===== src/rtl/elliptic_curve_structs.sv =====
// Shared types and constants for the ECDSA engine front end.
package elliptic_curve_structs;

  localparam int ECDSA_NUM_REQ = 2;
  localparam int ECDSA_HASH_W  = 256;

  typedef struct packed {
    logic [ECDSA_HASH_W-1:0] r;
    logic [ECDSA_HASH_W-1:0] s;
  } signature_t;

  // Turn a requester index into the matching one-hot requester vector.
  function automatic logic [ECDSA_NUM_REQ-1:0] req_onehot(input logic idx);
    logic [ECDSA_NUM_REQ-1:0] oh;
    oh = '0;
    oh[idx] = 1'b1;
    return oh;
  endfunction

endpackage


===== src/rtl/ecdsa_rr_picker.sv =====
// Two-way round-robin picker: a lone request always wins, a tie goes to
// the requester that was not served last.
module ecdsa_rr_picker
  import elliptic_curve_structs::*;
(
  input  logic [ECDSA_NUM_REQ-1:0] req,
  input  logic                     last_grant,
  output logic [ECDSA_NUM_REQ-1:0] grant
);

  // Pick the winner purely from the current requests and the previous owner.
  always_comb begin
    grant = '0;
    case (req)
      2'b01:   grant = 2'b01;
      2'b10:   grant = 2'b10;
      2'b11:   grant = last_grant ? 2'b01 : 2'b10;
      default: grant = '0;
    endcase
  end

endmodule


===== src/rtl/ecdsa_engine_arbiter.sv =====
// Shares one ECDSA engine between a signer (index 0) and a verifier
// (index 1). One transaction at a time: accept, start the engine, wait for
// completion or give up after TIMEOUT_CYCLES, then answer the owner.
module ecdsa_engine_arbiter
  import elliptic_curve_structs::*;
#(
  parameter int TIMEOUT_CYCLES = 4096
) (
  input  logic                                        clk,
  input  logic                                        master_reset,
  input  logic [ECDSA_NUM_REQ-1:0]                    req_valid,
  input  logic [ECDSA_NUM_REQ-1:0][ECDSA_HASH_W-1:0]  req_msg,
  output logic [ECDSA_NUM_REQ-1:0]                    req_ready,
  output logic [ECDSA_NUM_REQ-1:0]                    resp_valid,
  output signature_t                                  resp_result,
  output logic                                        resp_error,
  output logic                                        eng_start,
  output logic [ECDSA_HASH_W-1:0]                     eng_msg,
  input  logic                                        eng_done,
  input  signature_t                                  eng_result,
  output logic                                        eng_abort,
  output logic                                        busy
);

  typedef enum logic [2:0] {
    IDLE,
    START,
    BUSY,
    RESP,
    ABORT
  } state_t;

  // Last count value seen in BUSY before the engine is declared hung.
  localparam logic [15:0] TIMEOUT_LAST = 16'(TIMEOUT_CYCLES - 1);

  state_t                   state;
  logic                     owner;
  logic                     last_grant;
  logic [15:0]              counter;
  logic [ECDSA_NUM_REQ-1:0] grant;
  logic                     win_idx;

  ecdsa_rr_picker u_picker (
    .req        (req_valid),
    .last_grant (last_grant),
    .grant      (grant)
  );

  assign win_idx = grant[1];

  // Acceptance is offered only while idle and never while reset is held.
  always_comb begin
    req_ready = '0;
    if (state == IDLE && !master_reset) begin
      req_ready = grant;
    end
  end

  // Transaction FSM; every output except req_ready is a register that is
  // loaded on the transition into the state that owns it.
  always_ff @(posedge clk) begin
    if (master_reset) begin
      state       <= IDLE;
      last_grant  <= 1'b1;
      owner       <= 1'b0;
      counter     <= '0;
      eng_msg     <= '0;
      eng_start   <= 1'b0;
      eng_abort   <= 1'b0;
      resp_valid  <= '0;
      resp_error  <= 1'b0;
      resp_result <= '0;
      busy        <= 1'b0;
    end else begin
      eng_start   <= 1'b0;
      eng_abort   <= 1'b0;
      resp_valid  <= '0;
      resp_error  <= 1'b0;
      resp_result <= '0;
      case (state)
        IDLE: begin
          if (|req_valid) begin
            owner     <= win_idx;
            eng_msg   <= req_msg[win_idx];
            eng_start <= 1'b1;
            busy      <= 1'b1;
            state     <= START;
          end
        end
        START: begin
          counter <= '0;
          state   <= BUSY;
        end
        BUSY: begin
          counter <= counter + 16'd1;
          if (eng_done) begin
            resp_valid  <= req_onehot(owner);
            resp_result <= eng_result;
            state       <= RESP;
          end else if (counter == TIMEOUT_LAST) begin
            resp_valid <= req_onehot(owner);
            resp_error <= 1'b1;
            eng_abort  <= 1'b1;
            state      <= ABORT;
          end
        end
        RESP, ABORT: begin
          last_grant <= owner;
          busy       <= 1'b0;
          state      <= IDLE;
        end
        default: begin
          busy  <= 1'b0;
          state <= IDLE;
        end
      endcase
    end
  end

endmodule


===== config.mk =====
export PLATFORM = sky130hd
export DESIGN_NAME = ecdsa_engine_arbiter
export DESIGN_NICKNAME = d
export VERILOG_FILES = /design/src/rtl/elliptic_curve_structs.sv /design/src/rtl/ecdsa_rr_picker.sv /design/src/rtl/ecdsa_engine_arbiter.sv
export SDC_FILE = /design/constraint.sdc
export NUM_CORES = 1
export LEC_CHECK = 0
export CAP_MARGIN = 0
export CORE_AREA = 2 2 698 700
export DETAILED_ROUTE_END_ITERATION = 12
export DIE_AREA = 0 0 700 702
export PLACE_DENSITY = 0.3
export SYNTH_ARGS = -nofsm -noshare
export SYNTH_HDL_FRONTEND = slang
export SYNTH_SLANG_ARGS = --single-unit

===== constraint.sdc =====
create_clock -name clk -period 3 [get_ports clk]
set_clock_uncertainty 0.05 [all_clocks]
set_input_delay 0.9 -clock clk [delete_from_list [all_inputs] [get_ports clk]]
set_output_delay 0.9 -clock clk [all_outputs]
set_load 0.02 [all_outputs]

==> flow_summary.toml <==
[floorplan]
die_h_um = 702
die_area_um2 = 491000
io_pins = 1805
core-area_um2 = 484000
std_cell_rows = 256
chipWidth_um = 700
start_util = 0.0525

[final_layout]
drive_gt1_frac = 0.0880
nNetsFinal = 5242
post-route-util = 0.114
syn_to_final_growth_pct = 117
finalInstanceArea_um2 = 55200

[power]
p_per_area_nw_per_um2 = 593
p_comb_frac = 0.196
p_sw_mw = 9.74
finalPower_mw = 32.8
seqPwrFrac = 0.351
p_sw_frac = 0.297
leakage_nw = 19.8
internal_power_mw = 23.0
clock_power_share = 0.453
ir_drop_mv = 0.368

[grt]
antenna_found_initial = 306
grt_start_max_net_pins = 136
overflow = 0
grt_pass1_vias = 28600
track_usage = 0.135
grt_pass1_wl_um = 412000

[clock_tree]
cts_buffers = 118
clock_latency_ps = 800
cts_tree = "yes"
cts_root_buf = "clkbuf_16"
htreeDepth = 3
clockBufferDepth = 4
cts_sinks = 794
postCtsHoldBufs = 0
clk_pin_slew_worst_paths_ps = 60

[synth]
yosysMostFrequentCell = "dfxtp_1"
synth_flop_cell = "dfxtp_1"
ys_types = 46
synth-seq-cells = 794
seq_area_frac_synth = 0.625
yosys-top-cells-area = "dfxtp_1 (63%), and2_1 (13%), o221ai_1 (8.8%), a21oi_1 (5.2%), nand2_1 (4.0%)"
synth_top_area_cell = "dfxtp_1"
mappedNetlistArea_um2 = 25400
async_flop_share = 0
synth-edff-count = 0
avgSynthCellArea_um2 = 10.6
syn-num-nets = 3431
synth_commonest_cells = "dfxtp_1 (794), and2_1 (514), nand2_1 (273), a21oi_1 (266), o221ai_1 (256)"
syn_inst = 2401
yosys.area.top_type_share = 0.625
yosys_warnings = 0

[min_path]
hp-class = "reg -> reg"
worstHoldStart = "eng_msg[206]$_SDFFE_PP0P_"

[placed_design]
numPortBuffers = 1804
place_congestion = 0.974
place_hpwl_um = 309000
dpl_cell_area_um2 = 51400

[sta]
slew-limit-headroom = 0.178
rsz0062_at_grt = "no"
setup-violations-final = 0
max_freq_mhz = 339
slew_violations = 0
fin_crit_sh = 0.984
fin_crit_ps = 2950
hold_viol_final = 0
max_slew.worst_pin.slew_ps = 1230

[drt]
ant_nets = 0
drt_iter0_markers = 1591
vias = 28019
drtPass1Iterations = 5
drc = 0
drt-total-wl_um = 347000
wl_per_cell_um = 32.2
via_per_inst = 2.59

[run_status]
status = "completed"

[setup_path]
crit_start = "req_valid[1]"
crit_type = "in -> out"
worstPathRequired_ps = 2050
crit_path_max_incr_delay_ps = 500
slowest_stage = "clkdlybuf4s50_1"
path_cells = "clkdlybuf4s50_1 -> a21boi_4 -> nor4b_4 -> buf_2"
cp_data_arrival_time_ps = 2000
r2r-start = "state[2]$_SDFFE_PP0P_"
critPathLaunchType = "primary input"
cp_max_fo = 2
endpoint_kind = "output port"

[run]
cap_viol_max_count = 0
power by group through the flow:
stage	Sequential (mW)	Combinational, mW	Clock (mW)
3_3_place_gp	11.7	6.59	0
4_1_cts	11.5	6.55	15.5
5_1_grt	11.6	6.84	15.8
6_report	11.5	6.42	14.9
3_5_place_dp	11.7	6.58	0
2_1_floorplan	12.4	1.55	0
cells in the final DEF (no fill, tap or decap), types with 2 or more instances in the layout:
cell type / count
nand2b_1: 2
inv_1: 2
buf_4: 133
buf_12: 34
a31oi_1: 2
nand2_1: 273
o21ai_0: 4
nor3_1: 6
nor3b_1: 2
or3_1: 3
o211ai_1: 2
clkinvlp_4: 2
clkbuf_16: 120
or4_1: 4
dfxtp_1: 791
clkbuf_1: 21
a211oi_1: 4
and3_1: 2
or2_4: 2
inv_6: 3
nand4_1: 5
clkinv_2: 23
dlymetal6s2s_1: 3
o221ai_1: 256
a21boi_4: 2
a21oi_1: 266
mux2i_1: 4
clkbuf_8: 30
and2_1: 514
bufinv_16: 11
nor2_1: 16
dfxtp_2: 3
or2_2: 4
o311ai_0: 3
clkdlybuf4s50_1: 1457
dlygate4sd2_1: 267
nand3_1: 7
buf_2: 2
clkinv_4: 3
diode_2: 44
state kept, by name (all words and copies together), names as in the netlist:
signal	count
busy	1
eng_msg	256
state	3
resp_valid	2
eng_abort	1
eng_start	1
counter	16
resp_result	512
owner	1
last_grant	1
timing repair:
action | in CTS | in global routing
resized for setup | 281 | 3
gates cloned | 0 | 0
buffers inserted | 0 | 0
setup endpoints to repair | 268 | 3
pin swaps | 0 | 0
metal layers:
metal,track usage,up-vias,wire length (µm)
li1,-,11990,-
met1,0.138,13311,121000
met2,0.220,1885,157000
met3,0.0970,769,55900
met4,0.0367,64,12100
met5,0.00814,-,976
logic make-up (layout without fill, tap and decap cells):
logic type               Yosys count  after routing  synth area share
AND/OR/NAND/NOR                  849            849             0.181
other                              0             44                 0
AO/OA/AOI/OAI                    544            544             0.147
XOR/XNOR                           1              1          0.000344
buffers and inverters            208           2113            0.0446
flip-flops                       794            794             0.625
multiplexers                       4              4           0.00157
adder cells (fa/ha/maj)            1              1          0.000492
area by class of cell:
| class | instances | area, µm² |
|---|---|---|
| Clock inverter | 43 | 543 |
| Fill cell | 55560 | 429000 |
| Inverter | 2 | 7.51 |
| Timing Repair Buffer | 1897 | 18700 |
| Sequential cell | 794 | 15900 |
| Clock buffer | 171 | 3490 |
| Multi-Input combinational cell | 1399 | 8440 |
| Tap cell | 6450 | 8070 |
| Antenna cell | 44 | 110 |
stage by stage:
| step | hold slack [ps] | setup TNS [ps] | std cells | worst slack (ps) |
|---|---|---|---|---|
| 2_1_floorplan | 390 | 0 | 2401 | 26.7 |
| 3_3_place_gp | 389 | -78520 | 10542 | -493 |
| 3_5_place_dp | 393 | -77800 | 10542 | -404 |
| 4_1_cts | 400 | 0 | 10756 | 0.132 |
| 5_1_grt | 415 | 0 | 10777 | 0.814 |
| 6_report | 398 | 0 | 10800 | 48.0 |
final timing paths:
| check | endpoint | slack, ps | depth (start not counted) |
|---|---|---|---|
| setup / recovery | req_ready[1] | 50 | 4 |
| hold / removal | eng_msg[206]$_SDFFE_PP0P_ | 400 | 2 |
| setup reg to reg | resp_result[251]$_SDFF_PP0_ | 560 | 6 |
| hold reg to reg | eng_msg[206]$_SDFFE_PP0P_ | 400 | 2 |
critical path, delay by kind of cell:
family	cells	cell delay [ps]
buffers and inverters	2	700
AND/OR/NAND/NOR	1	200
AO/OA/AOI/OAI	1	190
Note: power is estimated with default switching activity, not from simulation.
